File: src/rtl/note_seq_pkg.sv
// -----------------------------------------------------------------------------
// note_seq_pkg
// Shared definitions for the note-sequence ROM format and the playback FSM.
//   - Field widths of a ROM entry and of the ROM address.
//   - Bit positions of each field inside a 16-bit ROM word, so ROM converters
//     and the sequencer agree on the layout.
//   - Sequencer state encoding.
//   - pack_entry(): builds a ROM word from its three fields.
// -----------------------------------------------------------------------------
package note_seq_pkg;

  localparam int NOTE_W  = 5;
  localparam int DELAY_W = 10;
  localparam int ADDR_W  = 8;
  localparam int ROM_W   = 16;

  // ROM word layout: [15] note_on, [14:10] note index, [9:0] delay units.
  localparam int ROM_NOTE_ON_BIT = 15;
  localparam int ROM_NOTE_MSB    = 14;
  localparam int ROM_NOTE_LSB    = 10;
  localparam int ROM_DELAY_MSB   = 9;
  localparam int ROM_DELAY_LSB   = 0;

  typedef enum logic [1:0] {
    ST_IDLE,
    ST_FETCH,
    ST_LATCH,
    ST_HOLD
  } seq_state_t;

  function automatic logic [ROM_W-1:0] pack_entry(
    input logic               note_on,
    input logic [NOTE_W-1:0]  note,
    input logic [DELAY_W-1:0] delay
  );
    logic [ROM_W-1:0] word;
    word = '0;
    word[ROM_NOTE_ON_BIT]             = note_on;
    word[ROM_NOTE_MSB:ROM_NOTE_LSB]   = note;
    word[ROM_DELAY_MSB:ROM_DELAY_LSB] = delay;
    return word;
  endfunction

endpackage

File: src/rtl/tick_prescaler.sv
// -----------------------------------------------------------------------------
// tick_prescaler
// Free-running divider: o_tick is high for one cycle every TICK_DIV cycles.
// i_clear holds the count at 0, so the first tick after clear is released
// arrives exactly TICK_DIV cycles later.
// Ports:
//   clk      in   system clock
//   reset    in   asynchronous, active-high reset
//   i_clear  in   hold the prescaler at 0 (suppresses o_tick)
//   o_tick   out  one-cycle pulse on the last count of each period
// -----------------------------------------------------------------------------
module tick_prescaler #(
  parameter int TICK_DIV = 50000
) (
  input  logic clk,
  input  logic reset,
  input  logic i_clear,
  output logic o_tick
);

  // TICK_DIV = 1 needs no count bits, but a 1-bit register keeps the code uniform.
  localparam int CNT_W = (TICK_DIV > 1) ? $clog2(TICK_DIV) : 1;
  localparam logic [CNT_W-1:0] CNT_LAST = CNT_W'(TICK_DIV - 1);

  logic [CNT_W-1:0] r_cnt;
  logic             w_wrap;

  assign w_wrap = (r_cnt == CNT_LAST);
  assign o_tick = w_wrap && !i_clear;

  always_ff @(posedge clk or posedge reset) begin
    if (reset) begin
      r_cnt <= '0;
    end else if (i_clear || w_wrap) begin
      r_cnt <= '0;
    end else begin
      r_cnt <= r_cnt + CNT_W'(1);
    end
  end

endmodule

File: src/rtl/note_sequencer.sv
// -----------------------------------------------------------------------------
// note_sequencer
// Playback controller for a note-sequence ROM. Walks the ROM address, waits
// out the ROM read latency, latches each entry's note and holds it for
// rom_delay * TICK_DIV cycles, then advances (optionally looping).
// Per-entry period: ROM_LAT + 1 + rom_delay * TICK_DIV cycles.
// Ports:
//   clk          in   system clock
//   reset        in   asynchronous, active-high reset
//   start        in   pulse: begin playback from address 0 (IDLE only)
//   stop         in   pulse: abort playback (wins over start)
//   loop_en      in   at end of last entry: 1 = wrap to address 0
//   rom_addr     out  ROM address
//   rom_note_on  in   ROM gate field
//   rom_note     in   ROM note index field
//   rom_delay    in   ROM delay field, in units of TICK_DIV cycles
//   note_on      out  registered gate to the tone generator
//   note         out  registered note index
//   playing      out  high in any state but IDLE
//   song_done    out  one-cycle pulse on non-looping completion
// -----------------------------------------------------------------------------
module note_sequencer
  import note_seq_pkg::*;
#(
  parameter int SONG_LEN = 146,
  parameter int TICK_DIV = 50000,
  parameter int ROM_LAT  = 2
) (
  input  logic               clk,
  input  logic               reset,
  input  logic               start,
  input  logic               stop,
  input  logic               loop_en,
  output logic [ADDR_W-1:0]  rom_addr,
  input  logic               rom_note_on,
  input  logic [NOTE_W-1:0]  rom_note,
  input  logic [DELAY_W-1:0] rom_delay,
  output logic               note_on,
  output logic [NOTE_W-1:0]  note,
  output logic               playing,
  output logic               song_done
);

  localparam int                WAIT_W    = (ROM_LAT > 1) ? $clog2(ROM_LAT) : 1;
  localparam logic [WAIT_W-1:0] WAIT_LAST = WAIT_W'(ROM_LAT - 1);
  localparam logic [ADDR_W-1:0] LAST_ADDR = ADDR_W'(SONG_LEN - 1);

  seq_state_t         r_state,   w_state_nxt;
  logic [ADDR_W-1:0]  r_addr,    w_addr_nxt;
  logic [WAIT_W-1:0]  r_wait,    w_wait_nxt;
  logic [DELAY_W-1:0] r_delay,   w_delay_nxt;
  logic [NOTE_W-1:0]  r_note,    w_note_nxt;
  logic               r_note_on, w_note_on_nxt;
  logic               r_done,    w_done_nxt;
  logic               w_advance;
  logic               w_tick;
  logic               w_pre_clear;

  // The prescaler only runs in HOLD; everywhere else it sits at 0, so each
  // HOLD starts a fresh TICK_DIV period.
  assign w_pre_clear = (r_state != ST_HOLD);

  tick_prescaler #(
    .TICK_DIV (TICK_DIV)
  ) u_prescaler (
    .clk     (clk),
    .reset   (reset),
    .i_clear (w_pre_clear),
    .o_tick  (w_tick)
  );

  always_comb begin
    // NOTE: every value written here gets a default first, so no latch is inferred.
    w_state_nxt   = r_state;
    w_addr_nxt    = r_addr;
    w_wait_nxt    = '0;
    w_delay_nxt   = r_delay;
    w_note_nxt    = r_note;
    w_note_on_nxt = r_note_on;
    w_done_nxt    = 1'b0;
    w_advance     = 1'b0;

    unique case (r_state)
      ST_IDLE: begin
        w_addr_nxt = '0;
        if (start && !stop) begin
          w_state_nxt = ST_FETCH;
        end
      end

      ST_FETCH: begin
        if (r_wait == WAIT_LAST) begin
          w_state_nxt = ST_LATCH;
        end else begin
          w_wait_nxt = r_wait + WAIT_W'(1);
        end
      end

      ST_LATCH: begin
        w_note_nxt    = rom_note;
        w_note_on_nxt = rom_note_on;
        w_delay_nxt   = rom_delay;
        if (rom_delay == '0) begin
          w_advance = 1'b1;
        end else begin
          w_state_nxt = ST_HOLD;
        end
      end

      ST_HOLD: begin
        // r_delay is never 0 here: HOLD is entered only with a non-zero delay
        // and left on the tick that takes it from 1 to 0.
        if (w_tick) begin
          w_delay_nxt = r_delay - DELAY_W'(1);
          if (r_delay == DELAY_W'(1)) begin
            w_advance = 1'b1;
          end
        end
      end

      default: begin
        w_state_nxt = ST_IDLE;
      end
    endcase

    // Advance decision shared by LATCH (zero delay) and HOLD (delay expired).
    if (w_advance) begin
      if (r_addr < LAST_ADDR) begin
        w_addr_nxt  = r_addr + ADDR_W'(1);
        w_state_nxt = ST_FETCH;
      end else if (loop_en) begin
        w_addr_nxt  = '0;
        w_state_nxt = ST_FETCH;
      end else begin
        w_addr_nxt    = '0;
        w_note_on_nxt = 1'b0;
        w_done_nxt    = 1'b1;
        w_state_nxt   = ST_IDLE;
      end
    end

    // stop overrides everything above, including a completion in the same cycle.
    if (stop && (r_state != ST_IDLE)) begin
      w_state_nxt   = ST_IDLE;
      w_addr_nxt    = '0;
      w_wait_nxt    = '0;
      w_delay_nxt   = '0;
      w_note_nxt    = r_note;
      w_note_on_nxt = 1'b0;
      w_done_nxt    = 1'b0;
    end
  end

  always_ff @(posedge clk or posedge reset) begin
    if (reset) begin
      r_state   <= ST_IDLE;
      r_addr    <= '0;
      r_wait    <= '0;
      r_delay   <= '0;
      r_note    <= '0;
      r_note_on <= 1'b0;
      r_done    <= 1'b0;
    end else begin
      // NOTE: non-blocking assignments so every register samples pre-edge values.
      r_state   <= w_state_nxt;
      r_addr    <= w_addr_nxt;
      r_wait    <= w_wait_nxt;
      r_delay   <= w_delay_nxt;
      r_note    <= w_note_nxt;
      r_note_on <= w_note_on_nxt;
      r_done    <= w_done_nxt;
    end
  end

  assign rom_addr  = r_addr;
  assign note      = r_note;
  assign note_on   = r_note_on;
  assign song_done = r_done;
  assign playing   = (r_state != ST_IDLE);

endmodule

File: config.mk
export PLATFORM = sky130hd
export DESIGN_NAME = note_sequencer
export DESIGN_NICKNAME = d
export VERILOG_FILES = /design/src/rtl/note_seq_pkg.sv /design/src/rtl/tick_prescaler.sv /design/src/rtl/note_sequencer.sv
export SDC_FILE = /design/constraint.sdc
export NUM_CORES = 1
export LEC_CHECK = 0
export CORE_UTILIZATION = 54
export CTS_CLUSTER_SIZE = 10
export DETAILED_ROUTE_END_ITERATION = 8
export PLACE_DENSITY = 0.79
export SETUP_SLACK_MARGIN = 0.4
export SLEW_MARGIN = 20
export SYNTH_ARGS = -nofsm -noshare
export SYNTH_HDL_FRONTEND = slang
export SYNTH_HIERARCHICAL = 1
export SYNTH_SLANG_ARGS = --single-unit
File: constraint.sdc
create_clock -name clk -period 2.89 [get_ports clk]
set_input_delay 0.578 -clock clk [delete_from_list [all_inputs] [get_ports clk]]
set_output_delay 0.578 -clock clk [all_outputs]
set_load 0.05 [all_outputs]
Word level (Yosys, flattened, before mapping)
Index checks and enable logic that the tools add are counted.
- flip-flop bits (word level): 44
- output and inout bits: 16
- word-level logic and storage cells: 71
- input bits: 21
- equal/unequal tests: 10
- add/sub/neg operators: 4
- bitwise logic cells: 1
- mux-type cells: 32
- reductions and logical operators: 15
- magnitude comparators: 1
- operators with widths (kind ; number):
    8-bit 2-to-1 mux ; 4
    10-bit 2-to-1 mux ; 2
    10-bit one-hot mux with 2 select lines ; 1
    1-bit 2-to-1 mux ; 17
    16-bit by 1-bit adder with 16-bit output, second input constant ; 1
    16-bit equality test, second input constant ; 1
    16-bit 2-to-1 mux ; 1
    4-bit != test, second input constant ; 3
    10-bit by 1-bit equality test with 1-bit output, second input constant ; 1
    10-bit zero test ; 1
    2-bit 2-to-1 mux ; 5
    10-bit by 1-bit subtractor with 10-bit output, second input constant ; 1
    8-bit by 1-bit adder with 8-bit output, second input constant ; 1
    8-bit < comparator, second input constant ; 1
    2-bit one-hot mux with 3 select lines ; 1
    3-bit nonzero test ; 2
    5-bit nonzero test ; 1
    2-bit equality test, second input constant ; 2
    2-bit AND reduction ; 2
    4-bit AND reduction ; 1
    1-bit logical AND ; 3
    3-bit by 2-bit != test with 1-bit output, second input constant ; 1
    2-bit by 1-bit equality test with 1-bit output, second input constant ; 1
    1-bit zero test ; 2
    7 further kinds ; 7

Logic depth before layout (Yosys ltp)
- word-level depth: 7
- depth in mapped cells: 11
- gate-level depth less buffers: 9

Modules after synthesis
The synthesis kept the hierarchy.
- modules (own cells, without submodules) (module ; cells each ; sequential area each (um2) ; area each (um2) ; times used):
    note_sequencer ; 200 ; 700.7 ; 1779.2 ; 1
    tick_prescaler ; 83 ; 400.4 ; 810.8 ; 1

Worst setup path after synthesis
Ideal clock, no wire load.
- path type: register -> register
- start point: register u_prescaler.r_cnt[7]
- end point: register r_addr[2] (netlist: rom_addr[2])
- buffers on the path: 1
- period minus slack after synthesis: 2577 ps
- required time: 2808 ps
- data arrival time: 2495 ps
- cell stages (with the launch flop): 10
- setup time: 82 ps
- path slack: 313 ps
- cell sequence: dfrtp_1 or4b_1 or4_4 nor2_1 and4b_1 nand3_2 a211oi_2 buf_4 a31oi_1 mux2i_1
- word-level cells in the longest chain between the ends: 6
- elaborated cells on any way between the ends: 7
- classes of those cells: 1 x eq/ne; 4 x mux; 2 x reduce/logical
- RTL lines (item ; line ; text):
    start, declared ; tick_prescaler.sv:25 ; logic [CNT_W-1:0] r_cnt;
    start signal, assigned ; tick_prescaler.sv:37 ; r_cnt <= r_cnt + CNT_W'(1);
    16-bit equality test (*) ; tick_prescaler.sv:28 ; assign w_wrap = (r_cnt == CNT_LAST);
    1-bit logical AND (*) ; tick_prescaler.sv:29 ; assign o_tick = w_wrap && !i_clear;
    named net w_tick ; note_sequencer.sv:56 ; logic w_tick;
    1-bit 2-to-1 mux (*) ; note_sequencer.sv:113 ; if (w_tick) begin
    1-bit one-hot mux with 2 select lines (*) ; note_sequencer.sv:83 ; unique case (r_state)
    8-bit 2-to-1 mux ; note_sequencer.sv:127 ; if (w_advance) begin
    8-bit 2-to-1 mux ; note_sequencer.sv:143 ; if (stop && (r_state != ST_IDLE)) begin
    end signal, assigned ; note_sequencer.sv:166 ; r_addr <= w_addr_nxt;
    end, declared ; note_sequencer.sv:49 ; logic [ADDR_W-1:0] r_addr, w_addr_nxt;
Mark *: on every way through the listed nets, which the timed path passes. The rest lies on a longest branch.
A chain may end at the register's enable or synchronous reset.

Worst setup path in the final report
- start point: register u_prescaler.r_cnt[5]
- end point: register r_addr[2] (netlist: rom_addr[2])
Same word-level chain as after synthesis.

==> impl_results.md <==
* Crit Path Max Fanout at 5
* Netlist cell types at 51
* Crit end category: flip-flop
* Wire length per cell at 15.4 µm
* H-tree levels at 2
* CTS tree: yes
* Tmin final at 2.65 ns
* Chip width at 71.3 µm
* Core ar. at about 0.0045 mm²
* Unrepaired setup endpoints after global routing: yes
* Worst-path clk slew at 0.08 ns
* Max-Cap Viols at 0
* Rows at 24
* Area contributors post-synth: dfrtp_1, ha_1, nand2_1, xnor2_1, nor2_1
* Wirelength, routed at 6060 µm
* DR pass1 iterations at 7
* Fin Setup TNS at 0 ns
* Internal at 1440 µW
* Number of port buffers at 36
* Vias per cell at slightly below 6
* Pin count of the biggest net entering global routing at 29
* Total net switching power at 1100 µW
* Post-synth top cells: dfrtp_1, nand2_1, nor2_1
* FF+latch area at 0.00110 mm²
* Multi-input gate area at 0.00142 mm²
* Required @ worst endpoint at around 3.1 ns
* Syn-to-layout area delta at 27.0%
* Flop pwr share at 0.352
* ANT cells at 0
* Layout cell share with drive strength beyond 1 at 0.164
* Synth area leader: dfrtp_1
* Nets@finish at approximately 370
* Top cell type's share of synthesized area at 0.425
* Tcrit/Tclk final at 0.917
* Initial core utilization at 0.579
* Crit start category: flip-flop
* Part of the power in the clock network at 0.158
* Post-synth EDFFs at 0
* Top-count cell post-synth: dfrtp_1
* Final max-slew violation count at 0
* DRC violations left at 1
* Mean Syn Cell Area at a little over 9 µm²
* Die Span Y at 71.3 µm
* Fillers at 326
* First-pass GRT wire length at 10700 µm
* Slew margin rel. at 0.558
* Worst hold path class: flip-flop to flip-flop
* Slew @ Worst Pin at around 0.66 ns
* Vias in the first global route at 2312
* Finished Cell Area at approximately 0.0033 mm²
* Max VDD drop at 738 µV
* # setup viols final at 0
* Yosys Warn Count at 6
* Cell Pwr Density at between 700 and 800 mW/mm²
* Final hold vios at 0
* Starting DRT DRC Count at ~210
* WP data arrival at 2.87 ns
* Root Buffer: clkbuf_8
* Switching share of total power at 0.433
* WS Path Type: flip-flop to flip-flop
* Violated checks: design-rule violations
* Status: complete, but fails checks
* Number of CTS-inserted buffers at 5
* Detailed Place HPWL at 4070 µm
* Initial antenna violation count at 0
* CTS Sinks at 44
* Asr flop ratio synth at 1.00
* Synth Instances at 283
* Seq/Total Area, Yosys at 0.425
* Tot GR Track Use at 0.264
* Gr ovfl total at 0
* Mapped Area at 0.00259 mm²
* Antenna Nets Post-Route at 0
* Leak Pwr at between 0.001 and 0.0015 µW
* Placer Congestion at 0.862
* Fmax at about 380 MHz
* Combinational share of power at 0.490
* # IOs at 37
* Placed cell area at 0.00304 mm²
* Post-synthesis net count at 314
* Seq cells post-synth at 44
* Die area at 0.00508 mm²
* Detailed-route via count at 2335
* CTS max path bufs at 2
* Most used DFF post-synth: dfrtp_1
* Post-route clock skew at 0.00337 ns
* CTS Hold Bufs at 0
* Clock latency on the worst-skew pair at 0.29 ns
==> worst paths after layout <==
check	start	endpoint	slack (ns)	depth (start not counted)
worst max-delay path	u_prescaler/r_cnt[5]	rom_addr[2]	0.24	9
worst min-delay path	u_prescaler/r_cnt[0]	u_prescaler/r_cnt[0]	0.49	1
worst max register to register	u_prescaler/r_cnt[5]	rom_addr[2]	0.24	9
worst min register to register	u_prescaler/r_cnt[0]	u_prescaler/r_cnt[0]	0.49	1
max in group asynchronous	reset	u_prescaler/r_cnt[6]	1.78	2
min in group asynchronous	reset	u_prescaler/r_cnt[5]	0.68	2
==> cell families (layout without fill, tap and decap cells) <==
logic type	count (synthesis)	in the layout	share of synthesized area
adder cells (fa/ha/maj)	10	10	0.0483
AND/OR/NAND/NOR	138	138	0.286
flip-flops	44	44	0.425
buffers and inverters	27	85	0.0454
multiplexers	9	9	0.0377
XOR/XNOR	14	14	0.0473
AO/OA/AOI/OAI	41	41	0.110
==> worst max-delay path: stages, from the launching register on <==
cell      delay, ns
dfrtp_1        0.38
or4b_1         0.52
or4_4          0.55
nor2_4         0.09
and4b_1        0.24
nand3_2        0.12
a211oi_4       0.30
buf_6          0.16
a31oi_1        0.07
mux2i_1        0.15
==> flip-flops by register name, indices dropped and copies added, names as in the netlist <==
signal / count
u_prescaler/r_cnt: 16
r_delay: 10
rom_addr: 8
note: 5
r_state: 2
note_on: 1
r_wait: 1
song_done: 1
==> metrics by stage <==
| stage | hold WS [ns] | setup WS (ns) | util | cells | total power, µW |
|---|---|---|---|---|---|
| after floorplan | 0.450 | 0.383 | - | 283 | 1720 |
| after detailed placement | 0.478 | 0.222 | 0.680 | 372 | 2050 |
| after global placement | 0.478 | 0.261 | 0.680 | 372 | 2020 |
| after global routing | 0.525 | 0.0969 | 0.735 | 393 | 2710 |
| final | 0.485 | 0.240 | 0.735 | 393 | 2540 |
| after CTS | 0.489 | 0.199 | 0.718 | 388 | 2460 |
==> layout make-up <==
type                       instances  share of cell area
multi-input combinational        212               0.432
inverter                          18              0.0205
sequential                        44               0.335
tap                               52              0.0198
clock buffer                       7              0.0263
timing repair buffer              59               0.164
clock inverter                     1             0.00228
==> power groups by stage <==
stage	combinational, µW	clock [µW]	sequential (µW)
floorplan	701	0	1020
global placement	1130	0	887
detailed placement	1150	0	896
CTS	1160	412	884
global route	1350	440	917
finish	1250	401	894
==> cells in the final DEF, fill, tap and decap left out, drive strengths merged, types with 13 or more instances in the layout <==
cell	count
buf	22
nand2	31
nor2	30
nor3	14
dfrtp	44
clkdlybuf4s50	35
nand4	13
inv	18
xnor2	13
nand3	18
==> per-layer routing <==
| layer | GRT usage | vias up | routed length, µm |
|---|---|---|---|
| met5 | 0 | - | 0 |
| li1 | - | 1127 | - |
| met2 | 0.439 | 72 | 2980 |
| met4 | 0.0689 | 0 | 48 |
| met1 | 0.359 | 1132 | 2770 |
| met3 | 0.0464 | 4 | 261 |
==> what timing repair did <==
| item | in CTS | in global routing |
|---|---|---|
| gates resized for setup | 9 | 8 |
| setup endpoints to repair | 14 | 20 |
| setup buffers | 7 | 4 |
| gates cloned | 1 | 1 |
| pin swaps | 7 | 5 |
(Power assumes the default switching activity.)
